===== src/rtl/mult_pkg.sv =====
// Shared types and sizing helpers for the sequential shift-add multiplier.
//   mult_state_e : controller states (idle, calculating, result held)
//   res_w()      : product width for a given operand width
//   cnt_w()      : bit-counter width for a given operand width
package mult_pkg;

  typedef enum logic [1:0] {
    StIdle,
    StCalc,
    StDone
  } mult_state_e;

  function automatic int unsigned res_w(input int unsigned w);
    return 2 * w;
  endfunction

  // The counter only has to hold WIDTH-1, so $clog2(WIDTH) bits are enough.
  // A floor of 1 bit keeps the vector legal.
  function automatic int unsigned cnt_w(input int unsigned w);
    return (w <= 2) ? 1 : $clog2(w);
  endfunction

endpackage


===== src/rtl/mult_shift_add_dp.sv =====
// Shift-add datapath for the sequential multiplier.
// It holds the operand magnitudes, the accumulator, the bit counter and the sign
// of the product. The registered result is the accumulator after the final
// conditional negate.
//   clk_i, rst_ni : clock and synchronous active-low reset
//   load_i        : capture a_i/b_i/is_signed_i and start a new product
//   step_i        : process one multiplier bit
//   a_i, b_i      : multiplicand and multiplier
//   is_signed_i   : operands are two's complement
//   last_o        : the current step processes the final multiplier bit
//   result_o      : registered 2*WIDTH-bit product
module mult_shift_add_dp
  import mult_pkg::*;
#(
  parameter int unsigned WIDTH = 3
) (
  input  logic               clk_i,
  input  logic               rst_ni,
  input  logic               load_i,
  input  logic               step_i,
  input  logic [WIDTH-1:0]   a_i,
  input  logic [WIDTH-1:0]   b_i,
  input  logic               is_signed_i,
  output logic               last_o,
  output logic [2*WIDTH-1:0] result_o
);

  localparam int unsigned ResW = res_w(WIDTH);
  localparam int unsigned CntW = cnt_w(WIDTH);

  logic [ResW-1:0]  mcand_q, mcand_d;
  logic [WIDTH-1:0] mplier_q, mplier_d;
  logic [ResW-1:0]  acc_q, acc_d;
  logic [CntW-1:0]  cnt_q, cnt_d;
  logic             neg_q, neg_d;
  logic [ResW-1:0]  result_q, result_d;

  logic [WIDTH-1:0] mag_a, mag_b;
  logic [ResW-1:0]  acc_sum;

  // The most-negative value negates to itself.
  // Read as unsigned, that is exactly 2^(WIDTH-1).
  assign mag_a = (is_signed_i && a_i[WIDTH-1]) ? -a_i : a_i;
  assign mag_b = (is_signed_i && b_i[WIDTH-1]) ? -b_i : b_i;

  // The multiplicand shifts left and the multiplier shifts right.
  // The current multiplier bit is therefore always mplier_q[0].
  assign acc_sum = acc_q + (mplier_q[0] ? mcand_q : '0);
  assign last_o  = (cnt_q == '0);

  always_comb begin
    mcand_d  = mcand_q;
    mplier_d = mplier_q;
    acc_d    = acc_q;
    cnt_d    = cnt_q;
    neg_d    = neg_q;
    result_d = result_q;
    if (load_i) begin
      mcand_d  = {{WIDTH{1'b0}}, mag_a};
      mplier_d = mag_b;
      acc_d    = '0;
      cnt_d    = CntW'(WIDTH - 1);
      neg_d    = is_signed_i & (a_i[WIDTH-1] ^ b_i[WIDTH-1]);
    end else if (step_i) begin
      mcand_d  = mcand_q << 1;
      mplier_d = mplier_q >> 1;
      acc_d    = acc_sum;
      cnt_d    = cnt_q - 1'b1;
      // Negating zero gives zero, so a zero product never comes out negative.
      if (last_o) begin
        result_d = neg_q ? -acc_sum : acc_sum;
      end
    end
  end

  always_ff @(posedge clk_i) begin
    if (!rst_ni) begin
      mcand_q  <= '0;
      mplier_q <= '0;
      acc_q    <= '0;
      cnt_q    <= '0;
      neg_q    <= 1'b0;
      result_q <= '0;
    end else begin
      mcand_q  <= mcand_d;
      mplier_q <= mplier_d;
      acc_q    <= acc_d;
      cnt_q    <= cnt_d;
      neg_q    <= neg_d;
      result_q <= result_d;
    end
  end

  assign result_o = result_q;

endmodule


===== src/rtl/seq_multiplier.sv =====
// Iterative shift-add multiplier with valid/ready handshakes on both sides.
// It processes one multiplier bit per clock. The product appears exactly WIDTH
// cycles after the operands are accepted.
//   clk, rst_n          : clock and synchronous active-low reset
//   in_valid, in_ready  : operand handshake (a, b, is_signed)
//   a, b                : multiplicand and multiplier, WIDTH bits
//   is_signed           : 1 = two's complement operands, 0 = unsigned
//   out_valid,out_ready : result handshake
//   result              : 2*WIDTH-bit product, held after the handshake
//   busy                : an operation is in flight or its result is unconsumed
module seq_multiplier
  import mult_pkg::*;
#(
  parameter int unsigned WIDTH = 3
) (
  input  logic               clk,
  input  logic               rst_n,
  input  logic               in_valid,
  output logic               in_ready,
  input  logic [WIDTH-1:0]   a,
  input  logic [WIDTH-1:0]   b,
  input  logic               is_signed,
  output logic               out_valid,
  input  logic               out_ready,
  output logic [2*WIDTH-1:0] result,
  output logic               busy
);

  mult_state_e state_q, state_d;
  logic        load, step, last;

  always_comb begin
    state_d = state_q;
    unique case (state_q)
      StIdle:  if (in_valid)  state_d = StCalc;
      StCalc:  if (last)      state_d = StDone;
      StDone:  if (out_ready) state_d = StIdle;
      default: state_d = StIdle;
    endcase
  end

  always_ff @(posedge clk) begin
    if (!rst_n) begin
      state_q <= StIdle;
    end else begin
      state_q <= state_d;
    end
  end

  assign in_ready  = (state_q == StIdle);
  assign out_valid = (state_q == StDone);
  assign busy      = (state_q != StIdle);
  assign load      = in_ready && in_valid;
  assign step      = (state_q == StCalc);

  mult_shift_add_dp #(
    .WIDTH(WIDTH)
  ) u_dp (
    .clk_i      (clk),
    .rst_ni     (rst_n),
    .load_i     (load),
    .step_i     (step),
    .a_i        (a),
    .b_i        (b),
    .is_signed_i(is_signed),
    .last_o     (last),
    .result_o   (result)
  );

endmodule


===== config.mk =====
export PLATFORM = sky130hd
export DESIGN_NAME = seq_multiplier
export DESIGN_NICKNAME = d
export VERILOG_FILES = /design/src/rtl/mult_pkg.sv /design/src/rtl/mult_shift_add_dp.sv /design/src/rtl/seq_multiplier.sv
export SDC_FILE = /design/constraint.sdc
export NUM_CORES = 1
export LEC_CHECK = 0
export BUFFER_PORTS_ARGS = -buffer_cell sky130_fd_sc_hd__buf_2
export CAP_MARGIN = 10
export CORE_ASPECT_RATIO = 1.5
export CORE_MARGIN = 10
export CORE_UTILIZATION = 35
export DETAILED_ROUTE_END_ITERATION = 10
export GPL_TIMING_DRIVEN = 0
export PLACE_DENSITY = 0.62
export RECOVER_POWER = 100
export REMOVE_ABC_BUFFERS = 1
export SETUP_SLACK_MARGIN = 0.4
export SLEW_MARGIN = 20
export SYNTH_ARGS = -nofsm -noshare
export SYNTH_HDL_FRONTEND = slang
export SYNTH_SLANG_ARGS = --single-unit

===== constraint.sdc =====
create_clock -name clk -period 4.2 [get_ports clk]
set_input_delay 0.21 -clock clk [delete_from_list [all_inputs] [get_ports clk]]
set_output_delay 0.21 -clock clk [all_outputs]
set_load 0.05 [all_outputs]

==> metrics.md <==
| Metric | Value |
|---|---|
| Run status | finished, final reports clean |
| Least-Margin Pin Slew | 607 ps |
| Post-cts resize count | 0 |
| Slew HR | 59.5% |
| Die Wd | 72.9 µm |
| Crit. End Element | flop |
| Cell area after synthesis | 1470 µm² |
| Post-Synth Simple-Gate Area | 25.2% |
| Multiplexer share of the synthesized area | 0% |
| Met2 GRT Util | 15.7% |
| Global-route usage over all layers | 8.74% |
| Minimum clock period | 2270 ps |
| Vias per cell | 5.12 |
| Clock Latency Late Sink | 270 ps |
| Area growth syn-to-layout | 10.9% |
| Power density of the placed cells | 359 nW/µm² |
| Global-route wire length before repair | 5380 µm |
| Final Worst Setup Slack | 1930 ps |
| Grt ovf | 0 |
| Cell class contributing the biggest share of worst-path delay | adder cells |
| Top FF cell, synth | dfxtp_1 |
| Hold_ws | 188 ps |
| Critical path required time | 4370 ps |
| GR Layer Usage met3 | 1.59% |
| Synth top area share | 35.4% |
| Setup Buffers After CTS | 0 |
| Port bufs | 19 |
| Static Leak | 0.640 nW |
| Fin. Hold Viols | 0 |
| Synth Warn # | 0 |
| Largest cells by area after synthesis | dfxtp_1, ha_1, a21oi_1, nand2_1, nor2_1 |
| Reg2Reg Depth | 9 |
| DIE AREA | 7240 µm² |
| Initial antenna violation count | 0 |
| Post-CTS Hold Fix Bufs | 0 |
| Root Driver | clkbuf_8 |
| Final setup vio count | 0 |
| FF-to-FF End | u_dp.result_o[5] |
| Critical Path Source Type | flop |
| Via count | 1260 |
| Die height | 99.3 µm |
| Clk_skew | 7.66 ps |
| Routed Antenna Nets | 0 |
| Tcrit/Tclk final | 53.9% |
| First-iteration detailed-routing DRC count | 30 |
| Via count of the first global-routing pass | 1299 |
| Critical path buffers and inverters | 1 |
| Pre-CTS WS | 1920 ps |
| Avg Cell Area, Syn | 7.94 µm² |
| Critical Path Fanout Max | 8 |
| Drt first pass iters | 5 |
| Top Ports | 20 |
| Rows | 28 |
| Slowest cell on crit path | dfxtp_1 |
| R2R setup slack | 1930 ps |
| Reg clk slew, reported paths | 90 ps |
| GR peak layer | met2 |
| Share of post-route cells with drive strength above 1 | 8.46% |
| Async SR Flop Fraction | 0% |
| CP arrival | 2430 ps |
| Met1 usage | 9.76% |
| Post-synth EDFFs | 0 |
| Min-Delay Path Class | in2reg |
| Post-Synth XOR/XNOR Area | 4.17% |
| Htree depth | 1 |
| Unrepaired setup endpoints after global routing | no |
| Post-synth top cells | nand2_1, dfxtp_1, a21oi_1 |
| Largest net degree at the start of global routing | 20 |
| Max Clk Rate | 0.441 GHz |
| Antenna diodes | 0 |
| DPL Wire Length | 2360 µm |
| Synth Area in Adders | 9.03% |
| Hold depth | 3 |
| TritonCTS clock tree | yes |
| Seq cells post-synth | 26 |
| Max-cap violations | 0 |
| Nets | 223 |
| Seq/Total Area, Yosys | 35.4% |
| Final Max Tran Viols | 0 |
| Core ar. | 3990 µm² |
| Dominant cell type by area after synthesis | dfxtp_1 |
| Hold EP | u_dp.mcand_q[0] |
| Gpl congestion | 0.788 |
| Mapped Cells | 185 |
| Critical-path cell list | and2_0, ha_1, inv_1, fa_1, xor2_1, nand3_1, a21oi_1, a2111o_1, o211ai_2 |
| TritonCTS buffer count | 3 |
| Most common cell in the netlist | nand2_1 |
| Wire per inst | 12.3 µm |
| CTS Buffer Depth | 2 |
| Initial core utilization | 36.8% |
| Max VDD drop | 0.000196 V |
| Final WL | 3020 µm |
| Largest family of logic cells by synthesized area | simple AND/OR/NAND/NOR gates |
| # fillers | 462 |
| RR Startpoint | u_dp.mplier_q[0] |
| Drt drc | 0 |
| Delay of the slowest critical-path stage | 440 ps |
| Setup TNS | 0 ps |
| Worst Hold Launch | a[0] |
| Synth Area in Compound Gates | 19.8% |
| Crit path kind | reg2reg |
| CTS sink cnt | 26 |
| Synth cell types | 36 |
[routing by layer]
metal | vias to the layer above | part of all wire (%)
li1 | 670 | -
met1 | 574 | 44
met2 | 14 | 53
met3 | 2 | 1.8
met4 | 0 | 0.83
met5 | - | 0
[registers in the layout (all words and copies together), names as in the netlist]
register       cells
state_q            2
u_dp.acc_q         6
u_dp.cnt_q         2
u_dp.mcand_q       6
u_dp.mplier_q      3
u_dp.neg_q         1
u_dp.result_o      6
[power by group]
| group | switching [mW] | total [mW] | internal, mW | leakage [nW] |
|---|---|---|---|---|
| clock network | 0.0783 | 0.206 | 0.127 | 0.0357 |
| registers | 0.00971 | 0.270 | 0.261 | 0.212 |
| logic | 0.0775 | 0.109 | 0.0318 | 0.393 |
[worst reg2reg max path: stages (launching register included)]
cell and delay, ps:
dfxtp_1 440, and2_0 180, ha_1 170, inv_1 50
fa_1 380, xor2_1 340, nand3_1 160, a21oi_1 200
a2111o_1 180, o211ai_2 80
[placed cells by master, fill, tap and decap left out, types with 2 or more instances in the layout]
| master | Yosys | layout |
|---|---|---|
| xnor2_1 | 3 | 3 |
| nand3_1 | 9 | 9 |
| xor2_1 | 4 | 4 |
| nor2_1 | 16 | 16 |
| inv_1 | 13 | 13 |
| nor3b_1 | 2 | 2 |
| clkbuf_1 | 3 | 9 |
| a211oi_1 | 5 | 6 |
| and2_1 | 5 | 4 |
| o21ai_0 | 5 | 5 |
| a311oi_1 | 4 | 4 |
| nor3_1 | 3 | 3 |
| and2_0 | 0 | 2 |
| dfxtp_1 | 26 | 26 |
| nand2b_1 | 7 | 7 |
| a21oi_1 | 22 | 22 |
| nand2_1 | 27 | 27 |
| clkbuf_8 | 0 | 3 |
| buf_2 | 2 | 10 |
| ha_1 | 9 | 9 |
[stage by stage]
step | total power, mW | util (%) | instance area (µm²) | instances
2_1_floorplan | 0.359 | - | 1430 | 178
3_3_place_gp | 0.389 | 39.5 | 1580 | 242
3_5_place_dp | 0.391 | 39.5 | 1580 | 242
4_1_cts | 0.597 | 41.3 | 1650 | 246
5_1_grt | 0.618 | 40.8 | 1630 | 246
6_report | 0.585 | 40.8 | 1630 | 246
[cell families (layout without fill, tap and decap cells)]
logic type      count (synthesis)  count (layout)
flops                          26              26
fa+ha+maj                      10              10
compound gates                 45              45
buf+inv                        20              36
simple gates                   77              77
xor+xnor                        7               7
[area by class of cell]
cell class	count	area (µm²)	area share (%)
clock buffers	3	41.3	2.53
clock inverters	1	30.0	1.84
inverters	13	48.8	3.00
multi-input cells	139	848	52.1
flip-flops and latches	26	520	32.0
well taps	45	56.3	3.46
repair buffers	19	83.8	5.15
[how the worst max path moves through the flow]
stage               cells after the start             start               end
floorplan                               9  u_dp.mplier_q[0]  u_dp.result_o[5]
global placement                        9  u_dp.mplier_q[0]  u_dp.result_o[4]
detailed placement                      9  u_dp.mplier_q[0]  u_dp.result_o[4]
CTS                                     9  u_dp.mplier_q[0]  u_dp.result_o[4]
global route                            9  u_dp.mplier_q[0]  u_dp.result_o[4]
finish                                  9  u_dp.mplier_q[0]  u_dp.result_o[5]
Note: power is estimated with default switching activity, not from simulation.
